## src/rtl/ps2_key_decoder.sv

```systemverilog
// ps2_key_decoder
//
// Receives the PS/2 keyboard serial stream, rebuilds scan-code set 2 bytes,
// resolves the E0 (extended) and F0 (break) prefixes, and keeps a 512-bit map
// of the keys that are currently held. The game core reads this map through
// key_down, last_change and key_valid.
//
// Optional feature macro: PS2_PARITY_CHECK_EN
//   defined   - a frame is rejected unless the data bits plus the parity bit
//               hold an odd number of ones
//   undefined - the parity bit is ignored and only the stop bit is checked
//
// Parameters
//   FILTER_LEN      consecutive identical samples needed to move the filtered clock
//   TIMEOUT_CYCLES  idle pclk cycles inside a frame before the frame is dropped
//
// Ports
//   pclk         system clock, rising edge
//   rst_n        asynchronous active-low reset
//   ps2_clk      raw PS/2 clock pin (asynchronous)
//   ps2_data     raw PS/2 data pin (asynchronous)
//   key_down     pressed-key map indexed by {ext, code}
//   last_change  index of the most recent make/break event
//   key_valid    one-cycle pulse per make/break event
//   frame_err    one-cycle pulse per discarded frame

module ps2_key_decoder #(
    parameter int FILTER_LEN     = 8,
    parameter int TIMEOUT_CYCLES = 50000
) (
    input  logic         pclk,
    input  logic         rst_n,
    input  logic         ps2_clk,
    input  logic         ps2_data,
    output logic [511:0] key_down,
    output logic [8:0]   last_change,
    output logic         key_valid,
    output logic         frame_err
);

    localparam int FW = $clog2(FILTER_LEN + 1);
    localparam int TW = $clog2(TIMEOUT_CYCLES + 1);

    typedef enum logic [1:0] {
        IDLE,
        DATA,
        PARITY,
        STOP
    } frameState_e;

    logic [1:0]    clkSync_q;
    logic [1:0]    dataSync_q;
    logic          filtClk_q;
    logic          filtClk_d;
    logic [FW-1:0] filtCnt_q;
    logic [FW-1:0] filtCnt_d;
    logic          fallEdge;
    logic          dataBit;

    frameState_e   state_q;
    logic [2:0]    bitCnt_q;
    logic [7:0]    shift_q;
    logic [TW-1:0] toCnt_q;
    logic          byteValid_q;
    logic          frameErr_q;
    logic          parityOk;

    logic [511:0]  keyDown_q;
    logic [8:0]    lastChange_q;
    logic          keyValid_q;
    logic          ext_q;
    logic          brk_q;

    assign dataBit = dataSync_q[1];

`ifdef PS2_PARITY_CHECK_EN
    logic parityBit_q;
    assign parityOk = ^{shift_q, parityBit_q};
`else
    assign parityOk = 1'b1;
`endif

    // Glitch filter: the filtered clock only moves after FILTER_LEN samples in a
    // row disagree with it. The falling edge is flagged in the same cycle the
    // filtered level drops, so the FSM sees it without an extra register stage.
    always_comb begin
        filtClk_d = filtClk_q;
        filtCnt_d = '0;
        fallEdge  = 1'b0;
        if (clkSync_q[1] != filtClk_q) begin
            if (filtCnt_q == FW'(FILTER_LEN - 1)) begin
                filtClk_d = ~filtClk_q;
                fallEdge  = filtClk_q;
            end else begin
                filtCnt_d = filtCnt_q + 1'b1;
            end
        end
    end

    // Two-flop synchronizers for both pins plus the filter state. The
    // synchronizers reset to the idle-high bus level so that leaving reset
    // never looks like a clock edge.
    always_ff @(posedge pclk or negedge rst_n) begin
        if (!rst_n) begin
            clkSync_q  <= 2'b11;
            dataSync_q <= 2'b11;
            filtClk_q  <= 1'b1;
            filtCnt_q  <= '0;
        end else begin
            clkSync_q  <= {clkSync_q[0], ps2_clk};
            dataSync_q <= {dataSync_q[0], ps2_data};
            filtClk_q  <= filtClk_d;
            filtCnt_q  <= filtCnt_d;
        end
    end

    // Frame receiver. Each filtered falling edge advances the frame by one bit.
    // While a frame is open, a silent bus for TIMEOUT_CYCLES abandons it so a
    // half-received frame cannot desynchronise every later byte.
    always_ff @(posedge pclk or negedge rst_n) begin
        if (!rst_n) begin
            state_q     <= IDLE;
            bitCnt_q    <= '0;
            shift_q     <= '0;
            toCnt_q     <= '0;
            byteValid_q <= 1'b0;
            frameErr_q  <= 1'b0;
`ifdef PS2_PARITY_CHECK_EN
            parityBit_q <= 1'b0;
`endif
        end else begin
            byteValid_q <= 1'b0;
            frameErr_q  <= 1'b0;
            if (fallEdge) begin
                toCnt_q <= '0;
                unique case (state_q)
                    IDLE: begin
                        if (!dataBit) begin
                            state_q  <= DATA;
                            bitCnt_q <= '0;
                        end else begin
                            frameErr_q <= 1'b1;
                        end
                    end
                    DATA: begin
                        shift_q  <= {dataBit, shift_q[7:1]};
                        bitCnt_q <= bitCnt_q + 1'b1;
                        if (bitCnt_q == 3'd7) begin
                            state_q <= PARITY;
                        end
                    end
                    PARITY: begin
`ifdef PS2_PARITY_CHECK_EN
                        parityBit_q <= dataBit;
`endif
                        state_q <= STOP;
                    end
                    STOP: begin
                        if (dataBit && parityOk) begin
                            byteValid_q <= 1'b1;
                        end else begin
                            frameErr_q <= 1'b1;
                        end
                        state_q <= IDLE;
                    end
                    default: begin
                        state_q <= IDLE;
                    end
                endcase
            end else if (state_q != IDLE) begin
                if (toCnt_q == TW'(TIMEOUT_CYCLES - 1)) begin
                    state_q    <= IDLE;
                    frameErr_q <= 1'b1;
                    toCnt_q    <= '0;
                end else begin
                    toCnt_q <= toCnt_q + 1'b1;
                end
            end else begin
                toCnt_q <= '0;
            end
        end
    end

    // Byte decoder. Prefix bytes only set flags; housekeeping bytes from the
    // keyboard (self-test, ack, resend, echo) are dropped without touching the
    // flags; anything else is a key event. Any discarded frame also drops the
    // pending prefixes so a lost byte cannot attach them to an unrelated key.
    always_ff @(posedge pclk or negedge rst_n) begin
        if (!rst_n) begin
            keyDown_q    <= '0;
            lastChange_q <= '0;
            keyValid_q   <= 1'b0;
            ext_q        <= 1'b0;
            brk_q        <= 1'b0;
        end else begin
            keyValid_q <= 1'b0;
            if (frameErr_q) begin
                ext_q <= 1'b0;
                brk_q <= 1'b0;
            end else if (byteValid_q) begin
                case (shift_q)
                    8'hE0: ext_q <= 1'b1;
                    8'hF0: brk_q <= 1'b1;
                    8'hAA, 8'hFA, 8'hFE, 8'hEE: begin
                    end
                    default: begin
                        keyDown_q[{ext_q, shift_q}] <= ~brk_q;
                        lastChange_q                <= {ext_q, shift_q};
                        keyValid_q                  <= 1'b1;
                        ext_q                       <= 1'b0;
                        brk_q                       <= 1'b0;
                    end
                endcase
            end
        end
    end

    assign key_down    = keyDown_q;
    assign last_change = lastChange_q;
    assign key_valid   = keyValid_q;
    assign frame_err   = frameErr_q;

endmodule
```

## config.mk

```make
export PLATFORM = sky130hd
export DESIGN_NAME = ps2_key_decoder
export DESIGN_NICKNAME = d
export VERILOG_FILES = /design/src/rtl/ps2_key_decoder.sv
export SDC_FILE = /design/constraint.sdc
export NUM_CORES = 1
export LEC_CHECK = 0
export ABC_AREA = 1
export CAP_MARGIN = 10
export CORE_MARGIN = 5
export CORE_UTILIZATION = 45
export CTS_BUF_LIST = sky130_fd_sc_hd__clkbuf_16
export DETAILED_ROUTE_END_ITERATION = 12
export PLACE_DENSITY = 0.7
export SYNTH_ARGS = -nofsm -noshare
export SYNTH_HDL_FRONTEND = slang
export SYNTH_SLANG_ARGS = --single-unit
```

## constraint.sdc

```tcl
create_clock -name pclk -period 2.6 [get_ports pclk]
set_input_delay 0.65 -clock pclk [delete_from_list [all_inputs] [get_ports pclk]]
set_output_delay 0.65 -clock pclk [all_outputs]
set_load 0.005 [all_outputs]
```

Yosys cells after proc, flatten, opt, wreduce, memory -nomap -nowiden --
Cells that the tools add are included.
Word-level totals: register bits 564, logic and storage cells 94, output and inout port bits 523, bits in read-only memories 0, memories 0, latch bits 0, bits in writable memories 0, input bits 4
Cells by class: $mul 0, mux-type cells 35, reductions and logical operators 17, shift operators 0, bitwise gates (word level) 4, divide/modulo/power cells 0, order comparisons 2, $add $sub $neg 3, equal/unequal tests 18
Operators by type and width (number):
- 512-bit bitwise mux | 1
- 8-bit equality test (second input constant) | 6
- 16-bit 2-to-1 mux | 3
- 1-bit 2-to-1 mux | 17
- 16-bit by 1-bit adder with 16-bit output (second input constant) | 1
- 16-bit equality test (second input constant) | 1
- 9-bit by 10-bit < comparator with 1-bit output (second input constant) | 1
- 2-bit 2-to-1 mux | 5
- 2-bit nonzero test | 5
- 5-bit OR reduction | 2
- 1-bit demux with 9-bit select | 1
- 9-bit by 1-bit >= comparator with 1-bit output (second input constant) | 1
- 4-bit 2-to-1 mux | 2
- 2-bit one-hot mux with 4 select lines | 1
- 2-bit AND reduction | 4
- 3-bit inequality test (second input constant) | 2
- 1-bit one-hot mux with 2 select lines | 3
- 3-bit one-hot mux with 2 select lines | 1
- 3-bit AND reduction | 2
- 6-bit OR reduction | 1
- 4-bit by 1-bit adder with 4-bit output (second input constant) | 1
- 2-bit equality test (second input constant) | 2
- 4-bit by 3-bit equality test with 1-bit output (second input constant) | 1
- 2-bit by 1-bit inequality test with 1-bit output (second input constant) | 2
- 10 further kinds | 13

Longest topological paths before layout --
Gate-level depths: netlist of run 1.
depth in word-level cells 5, gate-level depth with buffers 12, mapped depth without buffers 10

Worst setup path after synthesis of run 1 --
No wires, ideal clock.
path kind register -> register, start reg shift_q[7], end reg keyDown_q[118], in the netlist key_down[118], buffers on the path 2, setup time 0.117 ns, period minus slack after synthesis 1.636 ns, required time 2.483 ns, cell stages (with the launch flop) 9, data arrival time 1.519 ns, path slack 0.964 ns, cell sequence dfrtp_1 -> buf_2 -> nor3_1 -> nand2_1 -> clkbuf_1 -> nor2_1 -> nand3_1 -> nand2_1 -> nand2_1
Between the ends: cells in the longest elaborated chain, start to end 5
Ends and longest elaborated chain:
- start: declaration | RTL line 62 | logic [7:0] shift_q;
- start signal: assignment | RTL line 146 | shift_q <= {dataBit, shift_q[7:1]};
- 9-bit by 10-bit < comparator with 1-bit output (implied by the code) or 9-bit by 1-bit >= comparator with 1-bit output (tied branches) | RTL line 207 | keyDown_q[{ext_q, shift_q}] <= ~brk_q;
- 1-bit logical AND (implied by the code) | RTL line 207
- 1-bit 2-to-1 mux (implied by the code) | RTL line 207
- 1-bit demux with 9-bit select | RTL line 207
- 512-bit bitwise mux | RTL line 207
- end signal: indexed assignment | RTL line 207
- end: declaration | RTL line 68 | logic [511:0] keyDown_q;
Parallel ways exist; a longest one is shown, timed or not. A chain may end at the register's enable or synchronous reset.

Worst setup path in the final report of run 1 --
start reg keyDown_q[451], in the netlist key_down[451], end out key_down[451]
RTL lines:
- end: declaration | RTL line 35 | output logic [511:0] key_down,
No word-level cell between the ends.

==> metrics.txt, run 1 <==
max-cap viol count 0; Fmax 0.434 GHz; Setup TNS Final 0 ns; RD Place Congestion 0.833; layout cells sized above 1 5.92%; ys flop type dfrtp_1; pins over their slew limit 0; cells along the critical path clkdlybuf4s50_1; initial antenna violation count 0; area share of the largest cell type after synthesis 49.0%; Synth Area per Inst roughly 7.6 um2; syn_nets 3761; Power per Cell Area 483 nW/um2; number of synthesized register bits 564; Worst EP required a little under 2 ns; EDFF count, synth 0; row cnt between 90 and 100; clk slew on worst S/H paths 0.06 ns; Sink Count roughly 560; ys async rst share 100%; r2r startpoint shift_q[7]; Synth Cell Area 28600 um2; Clk pwr share 48.3%; All-Layer GR Usage 28.7%; register area share after synthesis roughly half; DRT iter0 DRCs around 3200; Clock Tree Buf Depth 3; Startpoint Class register; RSZ-0062 raised after global routing no; CTS Buf Count 61; Area growth syn-to-layout 27.9%; DR WL/cell between 20 and 25 um; Crit path arrival time 1.65 ns; Sw Ratio ~22%; Setup CP Type register to primary output; met3 WL ~9400 um; largest net degree at the start of global routing 111; Yosys warnings 0; Die Footprint around 70000 um2; post-synth cell types 31; cell count after synthesis 3749; Final #Nets between 4000 and 5000; PortBufs roughly 530; Hold Startpoint clkSync_q[0]; H-tree Lvls 2; Worst Setup Slack, final ~0.30 ns; Place WS 0.442 ns; antenna cell count 0; relative slew slack 19.7%; crit path from key_down[451]; DR WL met2 47800 um; Area contributors post-synth dfrtp_1 (49%), nand2_1 (15%), nand4_1 (11%); Pre-antenna DRT Iters 6; Core Box Area 63000 um2; root buffer cell clkbuf_16; Crit path max-delay family buffers and inverters; final hold vios 0; DIE HEIGHT 262 um; crit path buf inv count 1; vias in the first global route 25300; clk_skew between 0.02 and 0.025 ns; Int Power 0.0137 W; Hold/Removal Path Class register to register; DR top layer met4; post_cts resized 0; Detailed Route WL 102000 um; sw power 0.00396 W; VDD IR max 0.000476 V; first-pass GRT wire length between 150000 and 200000 um; HPWL after DPL 66100 um; Tcrit/Tclk final 88.6%; Max FO, Critical Path 2; clock latency on the worst-skew pair 0.64 ns; top-count cell post-synth nand2_1; P_leak 16.4 nW; CTS tree built; ANT nets after route 0; slowest cell on the critical path clkdlybuf4s50_1; outcome completed; metal1 wirelength about 41000 um; Tmin final around 2.3 ns; Initial Utilization a little under half; Setup Fix Bufs, Post-CTS 0; number of fill cells in the layout 5614; CP max stage delay 0.58 ns; Die Wd 262 um; Post-synth top cells nand2_1 (1126), nor2_1 (564), dfrtp_1 (559); final setup fails 0; Flop pwr share 50.1%; Worst setup EP type primary output; Yosys top cell by area dfrtp_1; vias post-DR 28600; DRC 0; Worst Tran Pin Value roughly 1.2 ns; GRT overflow 0; Logic pwr share 1.6%; Ports 527; via/cell ratio 5.74; Pwr Total 0.0176 W
-- through the flow --
stage	std cells	utilization, %	instance area (um2)	hold WS [ns]
after floorplan	3749	-	28600	0.345
after global placement	4874	54.9	34600	0.348
after detailed placement	4874	54.9	34600	0.348
after CTS	4988	58.0	36500	0.356
after global routing	4988	58.0	36500	0.357
final	4988	58.0	36500	0.355
-- layer usage --
layer / track usage (%) / vias up
met2: 45.1 / 1387
li1: - / 13300
met3: 5.25 / 217
met4: 10.6 / 0
met5: 0 / -
met1: 39.9 / 13700
-- final timing paths --
kind	endpoint	slack, ns	cells after the start
worst max-delay path	key_down[451]	0.30	1
worst max register to register	key_down[139]	0.39	8
min in group asynchronous	key_down[491]	0.54	2
max in group asynchronous	key_down[318]	1.20	4
worst min-delay path	clkSync_q[1]	0.35	0
worst min register to register	clkSync_q[1]	0.35	0
-- placed cells by master (no fill, tap or decap), types with 14 or more instances in the layout --
| cell type | instances |
|---|---|
| nand2_1 | 1112 |
| dfrtp_1 | 559 |
| clkinv_1 | 14 |
| nand4_1 | 502 |
| inv_1 | 51 |
| buf_12 | 41 |
| buf_4 | 83 |
| o21ai_0 | 22 |
| clkinv_2 | 17 |
| nor2_1 | 564 |
| clkbuf_16 | 62 |
| clkdlybuf4s50_1 | 525 |
| nand2_2 | 15 |
| nand3_1 | 516 |
-- power groups by stage --
stage	logic [W]	registers [W]	clock network [W]
detailed placement	0.000302	0.00899	0
finish	0.000289	0.00883	0.00852
global placement	0.000299	0.00899	0
floorplan	0.0000572	0.00899	0
global route	0.000342	0.00883	0.00904
CTS	0.000303	0.00883	0.00865
-- what timing repair did --
| item | 4_1_cts | 5_1_grt |
|---|---|---|
| hold buffers | 1 | 0 |
| endpoints found under the hold margin | 33 | 0 |
| endpoints found under the setup margin | 0 | 0 |
-- cell type report --
type / count / area, um2 / area share, %
multi-input cells: 2767 / 12500 / 34.3
clock inverters: 51 / 380 / 1.04
inverters: 47 / 184 / 0.503
clock buffers: 62 / 1550 / 4.25
flip-flops and latches: 564 / 14100 / 38.6
repair buffers: 651 / 6720 / 18.4
well taps: 846 / 1060 / 2.90
-- kinds of logic (layout without fill, tap and decap cells) --
| kind of cell | after synthesis | after routing | share of synthesized area [%] |
|---|---|---|---|
| adder cells (fa/ha/maj) | 8 | 8 | 0.350 |
| AO/OA/AOI/OAI | 33 | 33 | 0.639 |
| multiplexers | 1 | 1 | 0.0350 |
| buffers and inverters | 418 | 811 | 6.91 |
| XOR/XNOR | 3 | 3 | 0.0920 |
| flip-flops | 564 | 564 | 49.4 |
| AND/OR/NAND/NOR | 2722 | 2722 | 42.5 |
-- sequential cells by signal (all words and copies together) (netlist names), 2 cells and up --
signal / cells
state_q: 2
dataSync_q: 2
key_down: 512
filtCnt_q: 4
last_change: 9
clkSync_q: 2
bitCnt_q: 3
shift_q: 8
toCnt_q: 16
-- worst reg2reg max path: cells and delay by family (launching register included) --
family                 cells  cell delay (ns)
buffers and inverters      1             0.19
flip-flops                 1             0.50
AND/OR/NAND/NOR            7             1.41
Note: power is estimated with default switching activity, not from simulation.
==> inputs of run 2 (changes only) <==
--- a/config.mk
+++ b/config.mk
@@ -7,11 +7,10 @@
 export LEC_CHECK = 0
 export ABC_AREA = 1
 export CAP_MARGIN = 10
-export CORE_MARGIN = 5
-export CORE_UTILIZATION = 45
+export CORE_UTILIZATION = 57
 export CTS_BUF_LIST = sky130_fd_sc_hd__clkbuf_16
 export DETAILED_ROUTE_END_ITERATION = 12
-export PLACE_DENSITY = 0.7
+export PLACE_DENSITY = 0.86
 export SYNTH_ARGS = -nofsm -noshare
 export SYNTH_HDL_FRONTEND = slang
 export SYNTH_SLANG_ARGS = --single-unit
==> metrics.txt, run 2 (same netlist as run 1, synthesis figures left out) <==
H-tree Lvls 2; Hold WS between 0.3 and 0.4 ns; VDD IR max between 0.0004 and 0.0005 V; Area growth syn-to-layout 26.6%; clock latency on the worst-skew pair 0.62 ns; R2R Setup Slk 0.14 ns; Flop pwr share 50.2%; final setup fails 0; Logic pwr share 1.7%; GRT overflow 0; largest net degree at the start of global routing 107; Pre-antenna DRT Iters 7; Startpoint Class register; All-Layer GR Usage 38.5%; Worst EP required 3.12 ns; clk slew on worst S/H paths roughly 0.060 ns; outcome completed; Place WS about 0.21 ns; fin cells 4784; root buffer cell clkbuf_16; Clock Tree Buf Depth 3; Die Wd 226 um; Sink Count 564; P_leak 16.3 nW; Core Box Area 49200 um2; Int Power 0.0138 W; commonest non-fill, non-tap cell in the layout nand2_1; vias post-DR 29800; Worst Setup Slack, final ~0.14 ns; placed cells 4681; Tcrit/Tclk final 94.8%; Initial Utilization 58.1%; Final #Nets 4089; Worst setup EP type register; Worst Tran Pin Value around 1.1 ns; Hold/Removal Path Class register to register; DIE HEIGHT 226 um; Tmin final ~2.5 ns; RD Place Congestion 0.870; Detailed Route WL 99500 um; commonest cells after routing, fill and taps aside nand2_1 (1112), nor2_1 (564), dfrtp_1 (559); relative slew slack 26.0%; initial antenna violation count 0; layout cells sized above 1 5.46%; HPWL after DPL 62600 um; first-pass GRT wire length about 150000 um; DRC 0; Sw Ratio 21.8%; final hold vios 0; max-cap viol count 0; row cnt 81; CTS tree built; Power per Cell Area 486 nW/um2; Clk pwr share 48.1%; PortBufs 526; pins over their slew limit 0; RSZ-0062 raised after global routing yes; clk_skew roughly 0.016 ns; sw power 0.00384 W; Setup CP Type register to register; Setup Fix Bufs, Post-CTS 0; post_cts resized 0; Fmax 0.406 GHz; Die Footprint 51000 um2; via/cell ratio 6.23; ANT nets after route 0; vias in the first global route 27500; DR WL/cell 20.8 um; Ports 527; DRT iter0 DRCs 4302; Largest register FFs around 510; Crit path arrival time 2.99 ns; CTS Buf Count 57; antenna cell count 0; Max FO, Critical Path 16
-- run 2: layer usage --
metal	wire, um	share of wire (%)	vias to the layer above	track usage, %
met5	0	0	-	0
met4	5880	5.9	0	22.1
met3	11600	12	396	7.99
met2	45000	45	2037	58.0
met1	37000	37	14100	51.8
li1	-	-	13300	-
-- run 2: cell type report --
cell class                      instances  area [um2]
Clock buffer                           59        1480
Clock inverter                         43         405
Fill cell                            3482       13000
Inverter                               47         184
Multi-Input combinational cell       2767       12500
Sequential cell                       564       14100
Tap cell                              664         831
Timing Repair Buffer                  640        6630
-- run 2: power groups by stage --
stage,Clock [W],Combinational (W),Sequential [W]
global placement,0,0.000300,0.00899
CTS,0.00849,0.000305,0.00883
global route,0.00883,0.000342,0.00883
floorplan,0,0.0000572,0.00899
finish,0.00847,0.000294,0.00883
detailed placement,0,0.000303,0.00899
-- run 2: path summary, 6_finish.rpt --
| check | from | endpoint | cells past startpoint |
|---|---|---|---|
| max | shift_q[6] | key_down[352] | 7 |
| min | clkSync_q[0] | clkSync_q[1] | 0 |
| max reg2reg | shift_q[6] | key_down[352] | 7 |
| min reg2reg | clkSync_q[0] | clkSync_q[1] | 0 |
| max in group asynchronous | rst_n | key_down[219] | 3 |
| min in group asynchronous | rst_n | key_down[240] | 2 |
-- run 2: what timing repair did --
action,CTS,global route
endpoints found under the setup margin,0,6
endpoints found under the hold margin,32,0
hold buffers,1,0
-- run 2: critical path: stages, from the launching register on --
cell and delay, ns:
dfrtp_1 0.45, inv_2 0.08, nor3_1 0.57, nand2_1 0.61, nor2_1 0.34, nand3_1 0.14, nand2_1 0.11, nand2_1 0.06
-- run 2: per-stage QoR --
step                      instance area, um2  power (W)  utilization (%)  TNS, ns
after global placement                 34300    0.00929             69.7        0
after global routing                   36200     0.0180             73.6   -0.219
final                                  36200     0.0176             73.6        0
after CTS                              36200     0.0176             73.6        0
after floorplan                        28600    0.00905                -        0
after detailed placement               34300    0.00930             69.7        0
